File: src/rtl/decoder_nto2n_seq_pkg.sv
// Shared definitions for the N-to-2^N sequential decoder: FSM states, mode
// encodings and the one-hot helper.
package decoder_nto2n_seq_pkg;

  typedef enum logic [1:0] {
    ST_IDLE = 2'd0,
    ST_HOLD = 2'd1,
    ST_SCAN = 2'd2
  } state_t;

  localparam logic MODE_DECODE = 1'b0;
  localparam logic MODE_SCAN   = 1'b1;

  // Widest one-hot vector the helper can build; callers cast down to 2^N.
  localparam int ONEHOT_MAX_W = 64;

  function automatic logic [ONEHOT_MAX_W-1:0] onehot(input int i);
    return ONEHOT_MAX_W'(1) << i;
  endfunction

endpackage

File: src/rtl/decoder_dwell_cnt.sv
// Dwell counter: counts 0..DWELL-1 while enabled; tick flags the terminal count.
module decoder_dwell_cnt #(
  parameter int DWELL = 4
) (
  input  logic clk,
  input  logic rst,
  input  logic en,
  input  logic clr,
  output logic tick
);

  localparam int CW = (DWELL > 1) ? $clog2(DWELL) : 1;
  localparam logic [CW-1:0] TC = CW'(DWELL - 1);

  logic [CW-1:0] cnt_q, cnt_d;

  assign tick = (cnt_q == TC);

  always_comb begin
    cnt_d = cnt_q;
    if (clr) begin
      cnt_d = '0;
    end else if (en) begin
      cnt_d = tick ? '0 : cnt_q + CW'(1);
    end
  end

  always_ff @(posedge clk) begin
    if (rst) cnt_q <= '0;
    else     cnt_q <= cnt_d;
  end

endmodule

File: src/rtl/decoder_nto2n_seq.sv
// Registered N-to-2^N one-hot decoder with a DECODE (latch and hold) mode and a
// SCAN mode that walks one active bit through all outputs with a fixed dwell.
//
//   state   | meaning
//   --------+------------------------------------------------
//   ST_IDLE | nothing loaded yet, out = 0
//   ST_HOLD | static one-hot value held until next load/scan
//   ST_SCAN | rotating bit, advances on each dwell tick
module decoder_nto2n_seq
  import decoder_nto2n_seq_pkg::*;
#(
  parameter int N     = 2,
  parameter int DWELL = 4
) (
  input  logic              clk,
  input  logic              rst,
  input  logic              en,
  input  logic              mode,
  input  logic              in_valid,
  input  logic [N-1:0]      in,
  output logic [(1<<N)-1:0] out,
  output logic              out_valid,
  output logic [N-1:0]      idx,
  output logic              wrap
);

  localparam int W = 1 << N;

  state_t         state_q, state_d;
  logic [N-1:0]   idx_q, idx_d;
  logic [W-1:0]   out_q, out_d;
  logic           valid_q, valid_d;
  logic           wrap_q, wrap_d;
  logic           cnt_en, cnt_clr, tick;

  decoder_dwell_cnt #(.DWELL(DWELL)) u_dwell (
    .clk  (clk),
    .rst  (rst),
    .en   (cnt_en),
    .clr  (cnt_clr),
    .tick (tick)
  );

  always_comb begin
    state_d = state_q;
    idx_d   = idx_q;
    valid_d = valid_q;
    out_d   = out_q;
    wrap_d  = 1'b0;
    cnt_en  = 1'b0;
    cnt_clr = 1'b0;
    if (en) begin
      case (mode)
        MODE_SCAN: begin
          if (state_q != ST_SCAN) begin
            state_d = ST_SCAN;
            idx_d   = '0;
            valid_d = 1'b1;
            cnt_clr = 1'b1;
          end else begin
            cnt_en = 1'b1;
            if (tick) begin
              idx_d  = idx_q + N'(1);
              wrap_d = (idx_q == '1);
            end
          end
        end
        MODE_DECODE: begin
          // Leaving SCAN only freezes the current index; loads wait a cycle.
          if (state_q == ST_SCAN) begin
            state_d = ST_HOLD;
          end else if (in_valid) begin
            state_d = ST_HOLD;
            idx_d   = in;
            valid_d = 1'b1;
          end
        end
      endcase
      out_d = valid_d ? W'(onehot(int'(idx_d))) : '0;
    end
  end

  always_ff @(posedge clk) begin
    if (rst) begin
      state_q <= ST_IDLE;
      idx_q   <= '0;
      valid_q <= 1'b0;
      out_q   <= '0;
      wrap_q  <= 1'b0;
    end else begin
      state_q <= state_d;
      idx_q   <= idx_d;
      valid_q <= valid_d;
      out_q   <= out_d;
      wrap_q  <= wrap_d;
    end
  end

  assign out       = out_q;
  assign out_valid = valid_q;
  assign idx       = idx_q;
  assign wrap      = wrap_q;

endmodule

File: config.mk
export PLATFORM = sky130hd
export DESIGN_NAME = decoder_nto2n_seq
export DESIGN_NICKNAME = d
export VERILOG_FILES = /design/src/rtl/decoder_nto2n_seq_pkg.sv /design/src/rtl/decoder_dwell_cnt.sv /design/src/rtl/decoder_nto2n_seq.sv
export SDC_FILE = /design/constraint.sdc
export NUM_CORES = 1
export LEC_CHECK = 0
export ABC_CLOCK_PERIOD_IN_PS = 1800
export CAP_MARGIN = 5
export CORE_MARGIN = 2
export CORE_UTILIZATION = 30
export DETAILED_ROUTE_END_ITERATION = 10
export SYNTH_ARGS = -nofsm -noshare
export SYNTH_HDL_FRONTEND = slang
export SYNTH_SLANG_ARGS = --single-unit
File: constraint.sdc
create_clock -name clk -period 1.8 [get_ports clk]
set_input_delay 0.36 -clock clk [delete_from_list [all_inputs] [get_ports clk]]
set_output_delay 0.36 -clock clk [all_outputs]
set_load 0.1 [all_outputs]
==> summary.md <==
| Metric | Value |
|---|---|
| Commonest cells post-synth | dfxtp_1, a21oi_1, inv_1 |
| ANT cells | 0 |
| Top-area cell type share of the netlist area | 39.7% |
| Clock-pin slew on the worst setup and hold paths | 80 ps |
| GR Util All Layers | 11.8% |
| Setup TNS | 0 ps |
| Final core utilization | 47.1% |
| CTS tree | done |
| Vias in the first global route | 472 |
| Largest family of logic cells by synthesized area | simple AND/OR/NAND/NOR gates |
| Synth warnings | 0 |
| Nets@finish | 94 |
| Status | finished, final reports clean |
| Pre-CTS setup slack | -63.6 ps |
| Max cap viols | 0 |
| Vias | 539 |
| Cell Chain, Critical Path | ha_1 -> mux2_4 -> nand4_2 -> o211ai_2 -> or3_4 -> o32ai_2 |
| Skew-Pair Late Insertion Delay | 270 ps |
| CTS root buf | clkbuf_4 |
| Die W | 48.9 um |
| Synth Area in XOR/XNOR | 0% |
| Post-Synth Adder-Cell Area | 4.13% |
| Pwr dens | 714 nW/um^2 |
| Total Power | 653 uW |
| Seq/Total Area, Yosys | 39.7% |
| Ranking of synthesized cells by area | dfxtp_1, o32ai_1, a21oi_1 |
| CP max-delay cell | dfxtp_4 |
| Cell with the most instances after synthesis | dfxtp_1 |
| Detailed Routing Iterations Pass 1 | 4 |
| RSZ-0062 raised after global routing | no |
| HP Class | reg -> reg |
| Syn_area_per_cell | 9.18 um^2 |
| Hold slack | 507 ps |
| Mux share of post-synthesis cell area | 2.48% |
| FMAX | 594 MHz |
| Ports | 15 |
| Number of buffers and inverters on the critical path | 0 |
| DP HPWL | 981 um |
| Slew margin rel. | 78.7% |
| Die height | 48.9 um |
| # rows | 16 |
| Synth Instances | 66 |
| CP peak stage delay | 380 ps |
| Buffers on Ports | 14 |
| Total wire length | 1.28 mm |
| Synthesized area | 606 um^2 |
| Die area | 2390 um^2 |
| GRT overflow | 0 |
| Worst slew pin tran | 320 ps |
| Crit-path max FO | 6 |
| Setup slack after layout | 116 ps |
| Post-synth cell types | 28 |
| CORE AREA | 1940 um^2 |
| Final period utilization | 93.6% |
| Drt drc | 0 |
| WP data arrival | 1880 ps |
| CP Launch Type | flop |
| Antenna Violating Nets Remaining | 0 |
| Final setup vio count | 0 |
| P&R area growth vs syn | 51.0% |
| H-Tree Depth | 1 |
| Synth Area in Simple Gates | 23.1% |
| Seq cells post-synth | 12 |
| Cts bufs inserted | 3 |
| Post-CTS setup buffer count | 0 |
| Critical Path Sink Type | flop |
| Dominant cell type by area after synthesis | dfxtp_1 |
| Asr flop ratio synth | 0% |
| Clock Path Buffers | 2 |
| Layout cells sized above 1 | 33.3% |
| Vias per inst | 4.86 |
| Kind of critical path | reg -> reg |
| Delay-heaviest family, CP | simple AND/OR/NAND/NOR gates |
| Routed length per instance | 11.6 um |
| Gp weighted congestion | 0.790 |
| Top FF cell, synth | dfxtp_1 |
| Post-synth EDFFs | 0 |
| Crit path required time | 1990 ps |
| Pin count of the biggest net entering global routing | 15 |
| Final Hold Vio Count | 0 |
| CTS sink cnt | 12 |
| Initial antenna violation count | 0 |
| Pleak | 0.334 nW |
| Clock skew | 3.46 ps |
| Syn Nets | 75 |
| Peak VDD IR | 0.381 mV |
| First-pass GRT wire length | 2.12 mm |
| Max Slew Vio Count | 0 |
| Detailed Route Iter0 Violations | 6 |
| Initial Util | 31.2% |
| Post-synthesis compound-gate area fraction | 21.3% |
| Clock period minus worst slack | 1680 ps |
## logic make-up after synthesis
kind of cell / count (synthesis)
AND/OR/NAND/NOR: 23
flip-flops: 12
buffers and inverters: 10
AO/OA/AOI/OAI: 18
multiplexers: 1
adder cells (fa/ha/maj): 2
## state kept, by name, summed over array words and instances (netlist names)
register and cells:
idx 2, out 4, out_valid 1, state_q 2
u_dwell.cnt_q 2, wrap 1
## worst min-delay path, cell delays in order (launching register included)
cell	delay, ps
dfxtp_1	340
nand2_1	70
a21oi_1	60
## path summary, 6_finish.rpt
kind / startpoint / end / slack [ps] / cells after the start
setup reg to reg: idx[0]$_SDFFE_PP0P_ / out[0]$_SDFFE_PP0P_ / 120 / 6
hold / removal: state_q[1]$_SDFFE_PP0P_ / state_q[1]$_SDFFE_PP0P_ / 510 / 2
hold reg to reg: state_q[1]$_SDFFE_PP0P_ / state_q[1]$_SDFFE_PP0P_ / 510 / 2
setup / recovery: idx[0]$_SDFFE_PP0P_ / out[0]$_SDFFE_PP0P_ / 120 / 6
## power by group
group	switching, mW	total (mW)	internal, mW
clock	0.0919	0.215	0.123
combinational	0.0892	0.152	0.0630
sequential	0.0122	0.286	0.274
## repair_timing
item / CTS / global route
hold endpoints to repair: 0 / 0
hold buffers: 0 / 0
gates resized for setup: 0 / 3
setup endpoints to repair: 0 / 1
## layer usage
metal | vias up | GRT usage [%] | share of wire [%]
li1 | 275 | - | -
met1 | 247 | 16.5 | 51
met2 | 15 | 16.7 | 42
met3 | 2 | 3.99 | 5.4
met4 | 0 | 4.29 | 1.2
met5 | - | 0 | 0
## layout by cell type (no fill, tap or decap), types with 2 or more instances in the layout
cell type        synthesis  layout
a21oi_1                  6       6
buf_12                   0       8
buf_4                    2       4
clkbuf_4                 0       3
clkdlybuf4s50_1          0       6
dfxtp_1                 12      10
dfxtp_4                  0       2
inv_1                    6       6
nand2_1                  5       5
nand2b_1                 4       4
nor2_1                   5       5
o21ai_0                  2       2
o32ai_1                  4       3
## per-stage QoR
step	cells	area, um^2
5_1_grt	111	915
6_report	111	915
2_1_floorplan	66	613
3_3_place_gp	107	863
3_5_place_dp	107	863
4_1_cts	111	900
## layout make-up
class / count / area [um^2]
fill: 195 / 1030
tap: 27 / 33.8
timing repair buffer: 18 / 250
clock buffer: 4 / 36.3
multi-input combinational: 44 / 324
inverter: 6 / 22.5
sequential: 12 / 248
No activity file was read; power rests on OpenSTA's default activity.
